`src/rtl/gpu_pkg.sv`:
```
// gpu_pkg: shared instruction field positions and dispatch FSM states
package gpu_pkg;
    localparam int INST_W    = 101;
    localparam int TYPE_BIT  = 0;
    localparam int VNUM_LSB  = 1;
    localparam int VNUM_MSB  = 3;
    localparam int ALPHA_LSB = 97;

    typedef enum logic [3:0] {
        IDLE, READ, LATCH, CHECK, WAIT_RDY, START, WAIT_DONE, ALPHA, ERR
    } disp_state_t;

    function automatic logic vnum_ok(input logic [VNUM_MSB-VNUM_LSB:0] vnum);
        return vnum inside {3'd2, 3'd3, 3'd4};
    endfunction
endpackage

```
`src/rtl/flex_counter.sv`:
```
// flex_counter: clearable up-counter that wraps to zero after rollover_val
module flex_counter #(
    parameter int NUM_CNT_BITS = 4
) (
    input  logic                    clk,
    input  logic                    n_rst,
    input  logic                    clear,
    input  logic                    count_enable,
    input  logic [NUM_CNT_BITS-1:0] rollover_val,
    output logic [NUM_CNT_BITS-1:0] count_out
);
    logic [NUM_CNT_BITS-1:0] count_d, count_q;

    // next count: clear wins, then hold, then wrap or increment
    always_comb begin
        count_d = clear ? '0 : !count_enable ? count_q : (count_q == rollover_val) ? '0 : count_q + 1'b1;
    end

    // count register
    always_ff @(posedge clk or negedge n_rst) begin
        if (!n_rst) count_q <= '0;
        else        count_q <= count_d;
    end

    assign count_out = count_q;
endmodule

```
`src/rtl/instr_dispatch_ctrl.sv`:
```
// instr_dispatch_ctrl: pops, checks and dispatches one GPU instruction at a time
module instr_dispatch_ctrl
    import gpu_pkg::*;
#(
    parameter int TIMEOUT_CYC = 4096,
    parameter int ERR_CNT_W   = 8
) (
    input  logic                 clk,
    input  logic                 n_rst,
    input  logic                 gpu_en,
    input  logic                 fifo_empty,
    input  logic [INST_W-1:0]    fifo_data,
    output logic                 fifo_read,
    output logic [INST_W-1:0]    inst_word,
    output logic                 inst_valid,
    input  logic                 raster_busy,
    output logic                 draw_start,
    input  logic                 draw_done,
    output logic                 alpha_load,
    input  logic                 clear_err,
    output logic                 ctrl_busy,
    output logic                 err_flag,
    output logic [ERR_CNT_W-1:0] err_count
);
    localparam int TIMER_W = $clog2(TIMEOUT_CYC);

    disp_state_t          state_d, state_q;
    logic [INST_W-1:0]    inst_word_d, inst_word_q;
    logic                 fifo_read_d, fifo_read_q;
    logic                 inst_valid_d, inst_valid_q;
    logic                 draw_start_d, draw_start_q;
    logic                 alpha_load_d, alpha_load_q;
    logic                 ctrl_busy_d, ctrl_busy_q;
    logic                 err_flag_d, err_flag_q;
    logic [ERR_CNT_W-1:0] err_count_d, err_count_q;
    logic [TIMER_W-1:0]   timer;
    logic                 timeout;

    // watchdog: zeroed while starting the draw, counts every WAIT_DONE cycle
    flex_counter #(.NUM_CNT_BITS(TIMER_W)) u_watchdog (
        .clk         (clk),
        .n_rst       (n_rst),
        .clear       (state_q == START),
        .count_enable(state_q == WAIT_DONE),
        .rollover_val(TIMER_W'(TIMEOUT_CYC - 1)),
        .count_out   (timer)
    );

    assign timeout = timer == TIMER_W'(TIMEOUT_CYC - 1);

    // next state plus Moore outputs decoded from the state being entered
    always_comb begin
        state_d = state_q;
        case (state_q)
            IDLE:      state_d = (gpu_en && !fifo_empty) ? READ : IDLE;
            READ:      state_d = LATCH;
            LATCH:     state_d = CHECK;
            CHECK:     state_d = inst_word_q[TYPE_BIT] ? ALPHA :
                                 vnum_ok(inst_word_q[VNUM_MSB:VNUM_LSB]) ? WAIT_RDY : ERR;
            WAIT_RDY:  state_d = raster_busy ? WAIT_RDY : START;
            START:     state_d = WAIT_DONE;
            WAIT_DONE: state_d = draw_done ? IDLE : timeout ? ERR : WAIT_DONE;
            default:   state_d = IDLE;
        endcase
        inst_word_d  = (state_q == LATCH) ? fifo_data : inst_word_q;
        fifo_read_d  = state_d == READ;
        draw_start_d = state_d == START;
        alpha_load_d = state_d == ALPHA;
        inst_valid_d = state_d inside {WAIT_RDY, START, WAIT_DONE, ALPHA};
        ctrl_busy_d  = state_d != IDLE;
        err_flag_d   = clear_err ? 1'b0 : (err_flag_q | (state_q == ERR));
        err_count_d  = clear_err ? '0 :
                       (state_q == ERR && err_count_q != '1) ? err_count_q + 1'b1 : err_count_q;
    end

    // FSM, held instruction, registered outputs and error bookkeeping
    always_ff @(posedge clk or negedge n_rst) begin
        if (!n_rst) begin
            state_q      <= IDLE;
            inst_word_q  <= '0;
            fifo_read_q  <= 1'b0;
            inst_valid_q <= 1'b0;
            draw_start_q <= 1'b0;
            alpha_load_q <= 1'b0;
            ctrl_busy_q  <= 1'b0;
            err_flag_q   <= 1'b0;
            err_count_q  <= '0;
        end else begin
            state_q      <= state_d;
            inst_word_q  <= inst_word_d;
            fifo_read_q  <= fifo_read_d;
            inst_valid_q <= inst_valid_d;
            draw_start_q <= draw_start_d;
            alpha_load_q <= alpha_load_d;
            ctrl_busy_q  <= ctrl_busy_d;
            err_flag_q   <= err_flag_d;
            err_count_q  <= err_count_d;
        end
    end

    assign fifo_read  = fifo_read_q;
    assign inst_word  = inst_word_q;
    assign inst_valid = inst_valid_q;
    assign draw_start = draw_start_q;
    assign alpha_load = alpha_load_q;
    assign ctrl_busy  = ctrl_busy_q;
    assign err_flag   = err_flag_q;
    assign err_count  = err_count_q;
endmodule

```
`config.mk`:
```
export PLATFORM = sky130hd
export DESIGN_NAME = instr_dispatch_ctrl
export DESIGN_NICKNAME = d
export VERILOG_FILES = /design/src/rtl/gpu_pkg.sv /design/src/rtl/flex_counter.sv /design/src/rtl/instr_dispatch_ctrl.sv
export SDC_FILE = /design/constraint.sdc
export NUM_CORES = 1
export LEC_CHECK = 0
export CAP_MARGIN = 20
export CELL_PAD_IN_SITES_DETAIL_PLACEMENT = 0
export CELL_PAD_IN_SITES_GLOBAL_PLACEMENT = 1
export CORE_ASPECT_RATIO = 0.7
export CORE_MARGIN = 4
export CORE_UTILIZATION = 33
export DETAILED_ROUTE_END_ITERATION = 8
export PLACE_DENSITY_LB_ADDON = 0.1
export SYNTH_ARGS = -nofsm -noshare
export SYNTH_HDL_FRONTEND = slang
export SYNTH_SLANG_ARGS = --single-unit
```
`constraint.sdc`:
```
create_clock -name clk -period 2.05 [get_ports clk]
set_input_delay 0.41 -clock clk [delete_from_list [all_inputs] [get_ports clk]]
set_output_delay 0.41 -clock clk [all_outputs]
set_load 0.02 [all_outputs]
```
; Word-level counts from Yosys, hierarchy flattened
; Cells that the tools add are included.
[word_totals]
register_bits = 131
out_inout_bits = 115
word_cells = 52
[op_classes]
addsub = 2
eq_ne = 17
muxes = 13
bitwise_logic = 1
n_reduce_logical = 9
[op_table]
columns = cell, n
row1 = $mux W12, 3
row2 = $eq A4 B3 Y1 const B, 7
row3 = $pmux W4 S7, 1
row4 = $mux W4, 4
row5 = $mux W8, 2
row6 = $add A12 B1 Y12 const B, 1
row7 = $eq A12 B12 Y1 const B, 1
row8 = $add A8 B1 Y8 const B, 1
row9 = $eq A4 B1 Y1 const B, 2
row10 = $eq A4 B2 Y1 const B, 2
row11 = $ne A8 B8 Y1 const B, 1
row12 = $reduce_bool A4 Y1, 2
row13 = $eq A3 B2 Y1 const B, 2
row14 = $eq A4 B4 Y1 const B, 1
row15 = $logic_not A4 Y1, 1
row16 = $reduce_bool A2 Y1, 2
row17 = $eq A3 B3 Y1 const B, 1
row18 = $mux W1, 3
row19 = $reduce_bool A3 Y1, 1
row20 = $logic_and A1 B1 Y1, 2
row21 = $logic_not A1 Y1, 1
row22 = $or A1 B1 Y1, 1

; Longest topological paths before layout
[depth]
word_depth = 7
ltp_mapped = 6
depth_no_buf = 5

; Cells and area by module
; From an unflattened synthesis, not the netlist that was laid out.
[hier_totals]
hier_cells = 409
area_unflattened_um2 = 5605.4
[modules_own_cells]
columns = mod, n_inst, cells_per_inst, area_per_inst_um2, seq_area_each_um2
row1 = instr_dispatch_ctrl, 1, 308, 4728.3, 2977.9
row2 = flex_counter, 1, 101, 877.1, 300.3

; Worst setup path before layout
; Ideal clock, no wire load.
[synth_timing]
kind = register -> register
from = register state_q[0]
to = register inst_word_q[0] (netlist: inst_word[0])
arrival_ns = 1.479
t_required_ns = 1.922
setup_slack_ns = 0.444
stages_incl_launch_ff = 6
n_path_buf = 2
synth_period_minus_slack_ns = 1.606
path_cell_list = dfrtp_1 > nand2b_1 > nor3_1 > buf_2 > buf_4 > mux2_1
[synth_via]
elab_chain_len = 1
[synth_lines]
columns = item, line
row1 = "start, declared", instr_dispatch_ctrl.sv:27  ; disp_state_t state_d, state_q;
row2 = "start signal, assigned", instr_dispatch_ctrl.sv:89  ; state_q <= state_d;
row3 = $eq A4 B2 Y1, instr_dispatch_ctrl.sv:65  ; inst_word_d = (state_q == LATCH) ? fifo_data : inst_word_q;
row4 = "end signal, assigned", instr_dispatch_ctrl.sv:90  ; inst_word_q <= inst_word_d;
row5 = "end, declared", instr_dispatch_ctrl.sv:28  ; logic [INST_W-1:0] inst_word_d, inst_word_q;
; No other way between the ends.
; A chain may end at the register's enable or synchronous reset.

; Final worst setup path
[layout_timing]
from = register err_count_q[2] (netlist: err_count[2])
to = output port err_count[2]
[layout_lines]
columns = item, line
row1 = "start, declared", instr_dispatch_ctrl.sv:35  ; logic [ERR_CNT_W-1:0] err_count_d, err_count_q;
row2 = "start signal, assigned", instr_dispatch_ctrl.sv:97  ; err_count_q <= err_count_d;
row3 = "end, declared", instr_dispatch_ctrl.sv:23  ; output logic [ERR_CNT_W-1:0] err_count
; No word-level cell between the ends.

==> results.cfg <==
[floorplan]
row_count = 38
die-area_sq_um = 18200
coreArea_sq_um = 15600
start_util_pct = 33.9
io_pins = 223
die_y_um = 114
die_x_um = 159

[synth]
synth_seq_area_share_pct = 61.9
synth-seq-cells = 131
netlist_area_sq_um = 5290
syn-num-nets = 477
synth_cells = 367
async_flop_share_pct = 100
synth-edff-count = 0
synth.avg_cell_area_sq_um = 14.4
synthDistinctLibCells = 46
yosysWarnings = 0
ys.flop_type = dfrtp_1

[clocking]
cts_root_buffer = clkbuf_16
clk_pin_slew_ps = 60
cts_resized = 0
cts_max_level = 4
clk_latency_ps = 410
clockBufferDepth = 2
numClockSinks = 131
cts_tree = built
cts_made_buffers = 17

[power_and_ir_drop]
p_leak_nw = 3.53
power_density_nw_per_um2 = 1630
peakVddDrop_uv = 710

[worst_setup_path]
rr_startpoint = state_q[0]
end_kind = primary output
arrival_ps = 1490
worst-setup-path-type = reg2out
critPathBufInv = 1
required_ps = 1640
crit_fanout = 6
worst_r2r_path_depth = 5
crit_family = buffers and inverters
crit_start = err_count[2]
start_kind = register
max_stage_delay_ps = 640
crit_cells = 1
worstPathCellList = clkdlybuf4s50_1
critPathSlowestCell = clkdlybuf4s50_1

[sta]
fin_skew_ps = 10.2
max_slew.worst_pin.slew_ps = 515
fin_crit_sh_pct = 92.9
setup_tns_ps = 0
setup_viol = 0
rsz0062_at_grt = no
slew_viol_final = 0
clock.fmax_mhz = 525
slew-limit-headroom_pct = 65.6
hold_viol = 0
fin_crit_ps = 1900
hold-worst-slack_ps = 481

[grt]
grt_pass1_vias = 4244
grt_pass1_wl_mm = 23.3
grt_antenna_before_repair = 0
grt_max_degree = 35
grt-ovfl-total = 0
gr-usage-all-layers_pct = 16.5
grt_use_met2_pct = 26.2
busiest_layer = met2
use_met1_pct = 19.7
grt_use_met3_pct = 7.62

[route]
via_per_inst = 4.73
drtIter0Drc = 117
drt_pass1_iterations = 4
drt-wirelength-per-cell_um = 17.4
drt_wl_total_mm = 14.3
ant_nets = 0
drc = 0
vias = 3879

[min_path]
hp-class = reg2reg
hold_start = inst_word[88]
holdPathStages = 1

[run_status]
status = finished clean

[flow_run]
cap_viol_max_count = 0

[final_layout]
drive_gt1_share_pct = 8.39
layout.nets = 720
syn2layout_area_growth_pct = 60.0
insertedDiodeCount = 0

[placement]
portBuffers = 222
dp_hpwl_mm = 11.0
gp_congestion = 0.784
metrics by stage:
stage | instances | area, sq um | util, % | setup slack [ps] | power, mW
2_1_floorplan | 367 | 5290 | - | 444 | 7.75
3_3_place_gp | 790 | 7880 | 50.5 | 270 | 10.9
3_5_place_dp | 790 | 7880 | 50.5 | 207 | 11.0
4_1_cts | 820 | 8470 | 54.3 | 113 | 14.0
5_1_grt | 820 | 8470 | 54.3 | 59.1 | 14.6
6_report | 820 | 8470 | 54.3 | 146 | 13.8
cells in the final DEF, fill, tap and decap left out, types with 3 or more instances in the layout:
| cell | n |
|---|---|
| clkdlybuf4s50_1 | 221 |
| dfrtp_1 | 131 |
| mux2_1 | 101 |
| nor2_1 | 19 |
| clkbuf_16 | 17 |
| buf_4 | 13 |
| nand2_1 | 9 |
| xnor2_1 | 7 |
| nand3_1 | 6 |
| buf_12 | 6 |
| and3_1 | 5 |
| nor3_1 | 5 |
| xor2_1 | 5 |
| nand2b_1 | 4 |
| nor2b_1 | 4 |
| o211ai_1 | 4 |
| a21o_1 | 4 |
| o21ai_0 | 4 |
| clkinvlp_4 | 4 |
| clkbuf_8 | 4 |
| nand4_1 | 3 |
| nor4_1 | 3 |
synth_stat cells (all sizes together) (2+ instances only):
library cell	n	area, sq um
a21o	4	30.0
a31o	2	17.5
a31oi	2	12.5
and2	2	12.5
and3	5	31.3
and4	2	17.5
buf	17	104
dfrtp	131	3280
ha	2	25.0
mux2	101	1140
nand2	9	33.8
nand2b	4	25.0
nand3	6	30.0
nand4	3	18.8
nor2	19	71.3
nor2b	4	25.0
nor3	6	30.0
nor4	3	18.8
nor4b	2	38.8
o211ai	4	30.0
o21ai	5	25.0
o221ai	2	17.5
o32ai	2	17.5
o41ai	2	17.5
or2	2	12.5
xnor2	7	61.3
xor2	5	43.8
path summary, 6_finish.rpt:
kind                       slack, ps             to
max in group asynchronous        940  inst_word[17]
max reg2reg                      210  inst_word[98]
max                              150   err_count[2]
min in group asynchronous        520  inst_word[93]
min                              480  inst_word[88]
min reg2reg                      480  inst_word[88]
where the power goes:
part           total [mW]  leakage, nW  switching [mW]  internal, mW
Sequential           4.38         1.59           0.633          3.74
Combinational        6.46         1.66            3.13          3.33
Clock                2.97        0.275            1.07          1.90
Total                13.8         3.53            4.83          8.97
flip-flops by register name, indices dropped and copies added, names as in the netlist:
signal,count
alpha_load,1
inst_valid,1
draw_start,1
u_watchdog.count_out,12
inst_word,101
fifo_read,1
err_flag,1
err_count,8
state_q,4
ctrl_busy,1
routing by layer:
layer	share of wire [%]	wire, um	up-vias
li1	-	-	1812
met1	42	6010	1877
met2	46	6550	171
met3	10	1430	19
met4	2.1	306	0
met5	0	0	-
cells by family after synthesis:
kind of cell	count (synthesis)	share of synthesized area, %
AO/OA/AOI/OAI	30	4.21
XOR/XNOR	12	1.99
adder cells (fa/ha/maj)	2	0.473
buffers and inverters	18	2.03
flip-flops	131	61.9
multiplexers	102	21.7
AND/OR/NAND/NOR	72	7.71
timing repair:
| action | in CTS | in global routing |
|---|---|---|
| setup buffers | 0 | 0 |
| hold buffers | 1 | 0 |
| endpoints found under the hold margin | 29 | 0 |
final cells by class:
type / count / area, sq um
fillers: 1316 / 7130
repair buffers: 241 / 2440
clock inverters: 8 / 104
clock buffers: 21 / 480
inverters: 1 / 3.75
well taps: 200 / 250
flip-flops and latches: 131 / 3280
multi-input cells: 218 / 1910
No activity file was read; power rests on OpenSTA's default activity.
